$ cat src/rtl/fetch_sequencer_pkg.sv
// Shared definitions for the fetch sequencer: state codes and parameter defaults.
package fetch_sequencer_pkg;

    typedef enum logic [1:0] {
        FETCH = 2'd0,
        IMM   = 2'd1,
        DRAIN = 2'd2
    } state_t;

    localparam int          ADDR_W_DEF    = 32;
    localparam logic [31:0] PC_INC_DEF    = 32'd1;
    localparam logic [31:0] RESET_VEC_DEF = 32'h20;
    localparam logic [31:0] INT_VEC_DEF   = 32'h0;
    localparam logic [3:0]  DRAIN_DEF     = 4'd3;

endpackage

$ cat src/rtl/fetch_sequencer_if.sv
// Control/redirect inputs and fetch outputs of the fetch sequencer.
interface fetch_sequencer_if #(
    parameter int ADDR_W = 32
);
    logic              stall;
    logic              jump_bit;
    logic [ADDR_W-1:0] branch_ir;
    logic              interrupt_req;
    logic              has_immediate;
    logic [ADDR_W-1:0] pc;
    logic              fetch_valid;
    logic              fetch_is_imm;
    logic              flush;
    logic              int_ack;
    logic [ADDR_W-1:0] saved_pc;

    modport master (
        input  stall, jump_bit, branch_ir, interrupt_req, has_immediate,
        output pc, fetch_valid, fetch_is_imm, flush, int_ack, saved_pc
    );

    modport slave (
        output stall, jump_bit, branch_ir, interrupt_req, has_immediate,
        input  pc, fetch_valid, fetch_is_imm, flush, int_ack, saved_pc
    );
endinterface

$ cat src/rtl/fetch_sequencer_int_request_latch.sv
// Sticky interrupt request flop; a new request beats the acknowledge clear.
module fetch_sequencer_int_request_latch (
    input  logic clk,
    input  logic rst,
    input  logic set,
    input  logic clr,
    output logic pending
);

    logic q;

    always_ff @(posedge clk) begin
        if (rst)
            q <= 1'b0;
        else if (set)
            q <= 1'b1;
        else if (clr)
            q <= 1'b0;
    end

    // A request seen this cycle can be taken immediately.
    assign pending = q | set;

endmodule

$ cat src/rtl/fetch_sequencer.sv
// Fetch-stage PC owner: reset, redirect, interrupt entry with drain, imm fetch.
module fetch_sequencer
    import fetch_sequencer_pkg::*;
#(
    parameter int                ADDR_W       = ADDR_W_DEF,
    parameter logic [ADDR_W-1:0] PC_INC       = ADDR_W'(PC_INC_DEF),
    parameter logic [ADDR_W-1:0] RESET_VEC    = ADDR_W'(RESET_VEC_DEF),
    parameter logic [ADDR_W-1:0] INT_VEC      = ADDR_W'(INT_VEC_DEF),
    parameter logic [3:0]        DRAIN_CYCLES = DRAIN_DEF
) (
    input logic               clk,
    input logic               rst,
    fetch_sequencer_if.master bus
);

    state_t            state, state_n;
    logic [ADDR_W-1:0] pc_q, pc_n;
    logic [ADDR_W-1:0] saved_q, saved_n;
    logic [3:0]        cnt_q, cnt_n;
    logic              pending;
    logic              fetch_valid, fetch_is_imm, flush, ack;

    fetch_sequencer_int_request_latch u_int_latch (
        .clk     (clk),
        .rst     (rst),
        .set     (bus.interrupt_req),
        .clr     (ack),
        .pending (pending)
    );

    always_ff @(posedge clk) begin
        if (rst) begin
            state   <= FETCH;
            pc_q    <= RESET_VEC;
            saved_q <= '0;
            cnt_q   <= '0;
        end else begin
            state   <= state_n;
            pc_q    <= pc_n;
            saved_q <= saved_n;
            cnt_q   <= cnt_n;
        end
    end

    always_comb begin
        state_n = state;
        pc_n    = pc_q;
        saved_n = saved_q;
        cnt_n   = cnt_q;
        if (!bus.stall) begin
            unique case (state)
                FETCH: begin
                    if (bus.jump_bit) begin
                        pc_n = bus.branch_ir;
                    end else if (pending) begin
                        saved_n = pc_q;
                        cnt_n   = DRAIN_CYCLES;
                        state_n = DRAIN;
                    end else begin
                        pc_n = pc_q + PC_INC;
                        if (bus.has_immediate)
                            state_n = IMM;
                    end
                end
                IMM: begin
                    pc_n    = bus.jump_bit ? bus.branch_ir : pc_q + PC_INC;
                    state_n = FETCH;
                end
                DRAIN: begin
                    // An older branch resolving now moves the return address.
                    if (bus.jump_bit)
                        saved_n = bus.branch_ir;
                    cnt_n = cnt_q - 4'd1;
                    if (cnt_q == 4'd1) begin
                        pc_n    = INT_VEC;
                        state_n = FETCH;
                    end
                end
                default: state_n = FETCH;
            endcase
        end
    end

    always_comb begin
        fetch_valid  = 1'b0;
        fetch_is_imm = 1'b0;
        flush        = 1'b0;
        ack          = 1'b0;
        if (!rst) begin
            unique case (state)
                FETCH: begin
                    fetch_valid = !bus.stall && (bus.jump_bit || !pending);
                    flush       = !bus.stall && (bus.jump_bit || pending);
                end
                IMM: begin
                    fetch_valid  = !bus.stall;
                    fetch_is_imm = 1'b1;
                    flush        = !bus.stall && bus.jump_bit;
                end
                DRAIN: begin
                    flush = !bus.stall && bus.jump_bit;
                    ack   = !bus.stall && (cnt_q == 4'd1);
                end
                default: ;
            endcase
        end
    end

    assign bus.pc           = pc_q;
    assign bus.saved_pc     = saved_q;
    assign bus.fetch_valid  = fetch_valid;
    assign bus.fetch_is_imm = fetch_is_imm;
    assign bus.flush        = flush;
    assign bus.int_ack      = ack;

endmodule

$ cat src/flat_wrapper.sv
// flat-port wrapper written by rule: the top's interface ports become plain ports
module fetch_sequencer_flat import fetch_sequencer_pkg::*;
#(
    parameter int                ADDR_W       = ADDR_W_DEF,
    parameter logic [ADDR_W-1:0] PC_INC       = ADDR_W'(PC_INC_DEF),
    parameter logic [ADDR_W-1:0] RESET_VEC    = ADDR_W'(RESET_VEC_DEF),
    parameter logic [ADDR_W-1:0] INT_VEC      = ADDR_W'(INT_VEC_DEF),
    parameter logic [3:0]        DRAIN_CYCLES = DRAIN_DEF
)
  (clk, rst, bus_stall, bus_jump_bit, bus_branch_ir, bus_interrupt_req, bus_has_immediate, bus_pc, bus_fetch_valid, bus_fetch_is_imm, bus_flush, bus_int_ack, bus_saved_pc);
  fetch_sequencer_if #(.ADDR_W(ADDR_W)) bus_i ();
  input logic clk;
  input logic rst;
  input wire logic [$bits(bus_i.stall)-1:0] bus_stall;
  input wire logic [$bits(bus_i.jump_bit)-1:0] bus_jump_bit;
  input wire logic [$bits(bus_i.branch_ir)-1:0] bus_branch_ir;
  input wire logic [$bits(bus_i.interrupt_req)-1:0] bus_interrupt_req;
  input wire logic [$bits(bus_i.has_immediate)-1:0] bus_has_immediate;
  output wire logic [$bits(bus_i.pc)-1:0] bus_pc;
  output wire logic [$bits(bus_i.fetch_valid)-1:0] bus_fetch_valid;
  output wire logic [$bits(bus_i.fetch_is_imm)-1:0] bus_fetch_is_imm;
  output wire logic [$bits(bus_i.flush)-1:0] bus_flush;
  output wire logic [$bits(bus_i.int_ack)-1:0] bus_int_ack;
  output wire logic [$bits(bus_i.saved_pc)-1:0] bus_saved_pc;
  assign bus_i.stall = bus_stall;
  assign bus_i.jump_bit = bus_jump_bit;
  assign bus_i.branch_ir = bus_branch_ir;
  assign bus_i.interrupt_req = bus_interrupt_req;
  assign bus_i.has_immediate = bus_has_immediate;
  assign bus_pc = bus_i.pc;
  assign bus_fetch_valid = bus_i.fetch_valid;
  assign bus_fetch_is_imm = bus_i.fetch_is_imm;
  assign bus_flush = bus_i.flush;
  assign bus_int_ack = bus_i.int_ack;
  assign bus_saved_pc = bus_i.saved_pc;
  fetch_sequencer #(.ADDR_W(ADDR_W), .PC_INC(PC_INC), .RESET_VEC(RESET_VEC), .INT_VEC(INT_VEC), .DRAIN_CYCLES(DRAIN_CYCLES)) u_core (.clk(clk), .rst(rst), .bus(bus_i));
endmodule
$ cat config.mk
export PLATFORM = sky130hd
export DESIGN_NAME = fetch_sequencer_flat
export DESIGN_NICKNAME = d
export VERILOG_FILES = /design/src/rtl/fetch_sequencer_pkg.sv /design/src/rtl/fetch_sequencer_if.sv /design/src/rtl/fetch_sequencer_int_request_latch.sv /design/src/rtl/fetch_sequencer.sv /design/src/flat_wrapper.sv
export SDC_FILE = /design/constraint.sdc
export NUM_CORES = 1
export LEC_CHECK = 0
export BUFFER_PORTS_ARGS = -buffer_cell sky130_fd_sc_hd__buf_2
export CELL_PAD_IN_SITES_DETAIL_PLACEMENT = 1
export CELL_PAD_IN_SITES_GLOBAL_PLACEMENT = 1
export CORE_ASPECT_RATIO = 1.75
export CORE_UTILIZATION = 39
export DETAILED_ROUTE_END_ITERATION = 12
export MAX_ROUTING_LAYER = met4
export PLACE_DENSITY_LB_ADDON = 0.1
export SLEW_MARGIN = 30
export SYNTH_ARGS = -nofsm -noshare
export SYNTH_HDL_FRONTEND = slang
export SYNTH_SLANG_ARGS = --single-unit
$ cat constraint.sdc
create_clock -name clk -period 2.69 [get_ports clk]
set_input_delay 0.1345 -clock clk [delete_from_list [all_inputs] [get_ports clk]]
set_output_delay 0.1345 -clock clk [all_outputs]
set_load 0.02 [all_outputs]
; After elaboration in Yosys (flattened, before gate mapping)
; Cells that the tools add are included.
[classes]
n_eq_ne = 9
n_reduce_logical = 17
bitwise_logic = 2
muxes = 27
add_sub_neg = 2
[ops]
columns = op, count
row1 = $mux 32, 7
row2 = $pmux 32 s3, 1
row3 = $pmux 32 s2, 1
row4 = $add 32x1->32 const B, 1
row5 = $reduce_and 4->1, 3
row6 = $mux 1, 8
row7 = $mux 2, 4
row8 = $mux 4, 2
row9 = $pmux 4 s2, 1
row10 = $reduce_and 5->1, 1
row11 = $eq 4x1->1 const B, 1
row12 = $logic_and 1x1->1, 4
row13 = $ne 2x1->1 const B, 2
row14 = $ne 2x2->1 const B, 2
row15 = $pmux 1 s2, 2
row16 = $pmux 2 s2, 1
row17 = $reduce_bool 2->1, 2
row18 = $sub 4x1->4 const B, 1
row19 = $ne 3x2->1 const B, 1
row20 = $ne 3x3->1 const B, 1
row21 = $reduce_bool 3->1, 1
row22 = $eq 2x1->1 const B, 1
row23 = $eq 2x2->1 const B, 1
row24 = $logic_not 1->1, 2
row25 = other kinds (5), 6
[word_totals]
elab_cells = 62
output_inout_bits = 68
in_bits = 38
reg_bits = 71

; Longest topological paths before layout
[logic_depth]
ltp_word = 6
ltp_mapped = 10
depth_no_buf = 7

; Modules after synthesis
; A second synthesis with hierarchy kept.
[hier_totals]
cells_unflattened = 485
hier_area_um2 = 3908.7
[modules_own_cells]
columns = mod, instances, cells_each, area_per_inst_um2, seq_area_each_um2
row1 = fetch_sequencer, 1, 480, 3863.7, 1401.3
row2 = fetch_sequencer_int_request_latch, 1, 5, 45.0, 20.0

; Least setup slack after synthesis
; Ideal clock, no wire load.
[synth_path]
path_type = flip-flop to flip-flop
startpoint = register u_core.state[0]
endpoint = register u_core.saved_q[10], in the netlist u_core.bus.saved_pc[10]
slack_ns = 0.742
t_required_ns = 2.604
setup_ns = 0.086
synth_period_minus_slack_ns = 1.948
stages_incl_launch_ff = 11
arrival_time_ns = 1.862
path_buffers = 3
cell_sequence = dfxtp_1 -> inv_1 -> ha_1 -> buf_6 -> or2_1 -> buf_2 -> o22a_1 -> nor2_8 -> buf_6 -> nor2_1 -> a211oi_1
[synth_between]
elab_chain_len = 3
word_cells_on_any_way = 8
cone_classes = eq/ne (4) / mux (1) / reduce/logical (3)
[synth_rtl]
columns = item, line_no
row1 = "start, declared", fetch_sequencer.sv:16  ; state_t state, state_n;
row2 = "start signal, assigned", fetch_sequencer.sv:38  ; state <= state_n;
row3 = $eq 2x2->1 or $logic_not 2->1 (tied branches), fetch_sequencer.sv:51  ; unique case (state)
row4 = $ne 2x2->1 (no source line) (tied with other cells), -
row5 = $reduce_and 5->1 (no source line), -
row6 = "end signal, assigned", fetch_sequencer.sv:40  ; saved_q <= saved_n;
row7 = "end, declared", fetch_sequencer.sv:18  ; logic [ADDR_W-1:0] saved_q, saved_n;
; Several ways; a longest one is shown, not always the timed one.
; A chain may end at the register's enable or synchronous reset.

; Final worst setup path
[layout_path]
startpoint = register u_core.state[0]
endpoint = register u_core.saved_q[0], in the netlist u_core.bus.saved_pc[0]
; Same word-level chain as after synthesis.

==> impl_metrics.ini <==
[detailed_routing]
routedWlPerCell_um = 18.64
first_iter_violations = 178
via_per_inst = 5.768
drcViolationCount = 0
finalWirelength_mm = 13.33
antenna_left = 0
drt_pass1_iterations = 4
vias = 4124

[synth]
yosys_warnings = 0
seq_area_frac_synth = 0.3440
syn_area_mm2 = 0.004131
synthFlopType = dfxtp_1
async_flop_share = 0
yosysTopAreaCell = dfxtp_1
syn_inst = 486
syn_nets = 531
yosysUniqueCellTypes = 67
synth_top_area_share = 0.3440
synth_area_per_cell_um2 = 8.501
synth-edff-count = 0
ys_seq_elements = 71
ys_top_cells_by_area = dfxtp_1 34%, mux2i_1 9.0%, nor2_1 6.6%, a211oi_1 5.8%, o21ai_0 3.3%

[grt]
grt_pass1_vias = 4334
grt_pass1_wl_mm = 22.33
grt_max_degree = 45
antenna_found_initial = 0
track_usage = 0.2655
grt.overflow.total = 0

[sta]
period_share = 0.8283
finalCriticalPeriod_ns = 2.228
max_freq_mhz = 448.8
rsz0062_at_grt = false
setup_violations = 0
tns_ns = 0
hold_viol_final = 0
max_slew_margin = 0.5452
finClkSkew_ns = 0.006306
slew_viol_final = 0
worstMarginPinSlew_ns = 0.6771

[worst_setup_path]
start_kind = flip-flop
arrival_ns = 2.47
cp-end-kind = flip-flop
required_ns = 2.93
worst-setup-path-type = reg -> reg
cp_max_fo = 44
r2r-start = u_core.state[0]
crit_start = u_core.state[0]

[run_status]
status = complete, no violations

[clock_tree]
cts_hold_buffers = 0
tritoncts.num_buffers = 9
clk_path_buf_depth = 2
cts_tree = done
cts_setup_buffers = 0
htreeDepth = 3
cts_resized = 0
clkSinkCount = 71
clock_latency_ns = 0.34
root_buffer = clkbuf_16
cts.reportedPaths.clkPinSlew_ns = 0.06

[cells_and_area]
drive_gt1_frac = 0.2738
final_common_cell = buf_2
layout_common_cells = 105 x buf_2, 73 x nor2_1, 71 x dfxtp_1
diodes = 0
area_delta_synth_final_pct = 22.26
final_cells = 715
nNetsFinal = 629

[floorplan]
rows = 49
die_y_um = 138.2
fp.coreArea_mm2 = 0.01030
pin_count = 106
fp.dieW_um = 79.81
initial_core_util = 0.4011
die_area_mm2 = 0.01103

[pwr]
powerDensity_mw_per_mm2 = 650.4
leakagePower_nw = 2.103
ir_drop_uv = 337.6

[worst_hold_path]
hp-class = in -> reg
hold_start = bus_branch_ir[24]

[placed_design]
dp_hpwl_mm = 9.820
port_buffers = 105
dp.cells = 700
finalWeightedCongestion = 0.8924

[flow_run]
maxCapViolCount = 0
-- routing by layer --
metal / vias to the layer above / wire, um / part of all wire / GRT usage
li1: 1993 / - / - / -
met1: 1993 / 5401 / 0.41 / 0.2946
met2: 112 / 7056 / 0.53 / 0.4606
met3: 26 / 490 / 0.037 / 0.03894
met4: 0 / 381 / 0.029 / 0.1137
met5: - / 0 / 0 / -
-- final timing paths --
check,to,slack [ns],depth (start not counted)
worst max-delay path,u_core.bus.saved_pc[0],0.46,8
worst min-delay path,u_core.bus.pc[24],0.04,3
worst max register to register,u_core.bus.saved_pc[0],0.46,8
worst min register to register,u_core.bus.saved_pc[6],0.50,2
-- synth_stat cells (all sizes together), types with 5 or more instances --
library cell / n
clkbuf: 12
a211oi: 34
mux2i: 37
nor2: 74
a31oi: 6
and4: 5
nand3: 15
o211ai: 5
inv: 17
nand4: 14
o21ai: 28
a22oi: 15
nor3: 12
and3: 7
nand2: 25
ha: 7
and2: 10
dfxtp: 71
buf: 23
a21oi: 19
nor4: 6
-- flip-flops by register name, summed over array words and instances, names as in the netlist --
register,count
u_core.u_int_latch.q,1
u_core.cnt_q,4
u_core.bus.saved_pc,32
u_core.bus.pc,32
u_core.state,2
-- logic make-up after synthesis --
kind of cell	count (synthesis)	synth area share
and+or+nand+nor	179	0.2356
AOI/OAI and AO/OA	135	0.2299
DFF	71	0.3440
buffers and inverters	52	0.06844
muxes	38	0.09237
adders and majority gates	7	0.02120
xor gates and xnor gates	4	0.008481
-- report_power, final --
| part | internal (mW) | switching (mW) |
|---|---|---|
| Combinational | 0.285 | 0.455 |
| Clock | 0.805 | 0.480 |
| Sequential | 1.15 | 0.112 |
-- metrics by stage --
stage,power (mW),utilization,instance area [um2],setup WS [ns],hold slack (ns)
2_1_floorplan,1.764,-,4131,0.7420,0.2431
3_3_place_gp,1.996,0.4602,4740,0.6132,0.3618
3_5_place_dp,2.023,0.4602,4740,0.4810,0.3739
4_1_cts,3.319,0.4904,5051,0.4415,0.02115
5_1_grt,3.451,0.4904,5051,0.3089,0.05386
6_report,3.285,0.4904,5051,0.4620,0.04058
-- critical path: stages, from the launching register on --
cell and delay (ns):
dfxtp_1 0.39, inv_1 0.10, ha_2 0.23, or2_1 0.26, o22a_1 0.27, nor2_8 0.30
buf_12 0.26, nor2_1 0.07, a211oi_1 0.24
-- area by class of cell --
type | instances | area [um2]
Clock inverter | 6 | 86.33
Clock buffer | 9 | 225.2
Multi-Input combinational cell | 363 | 2430
Inverter | 17 | 63.81
Timing Repair Buffer | 122 | 665.6
Fill cell | 1290 | 5249
Tap cell | 127 | 158.9
Sequential cell | 71 | 1421
(Power assumes the default switching activity.)
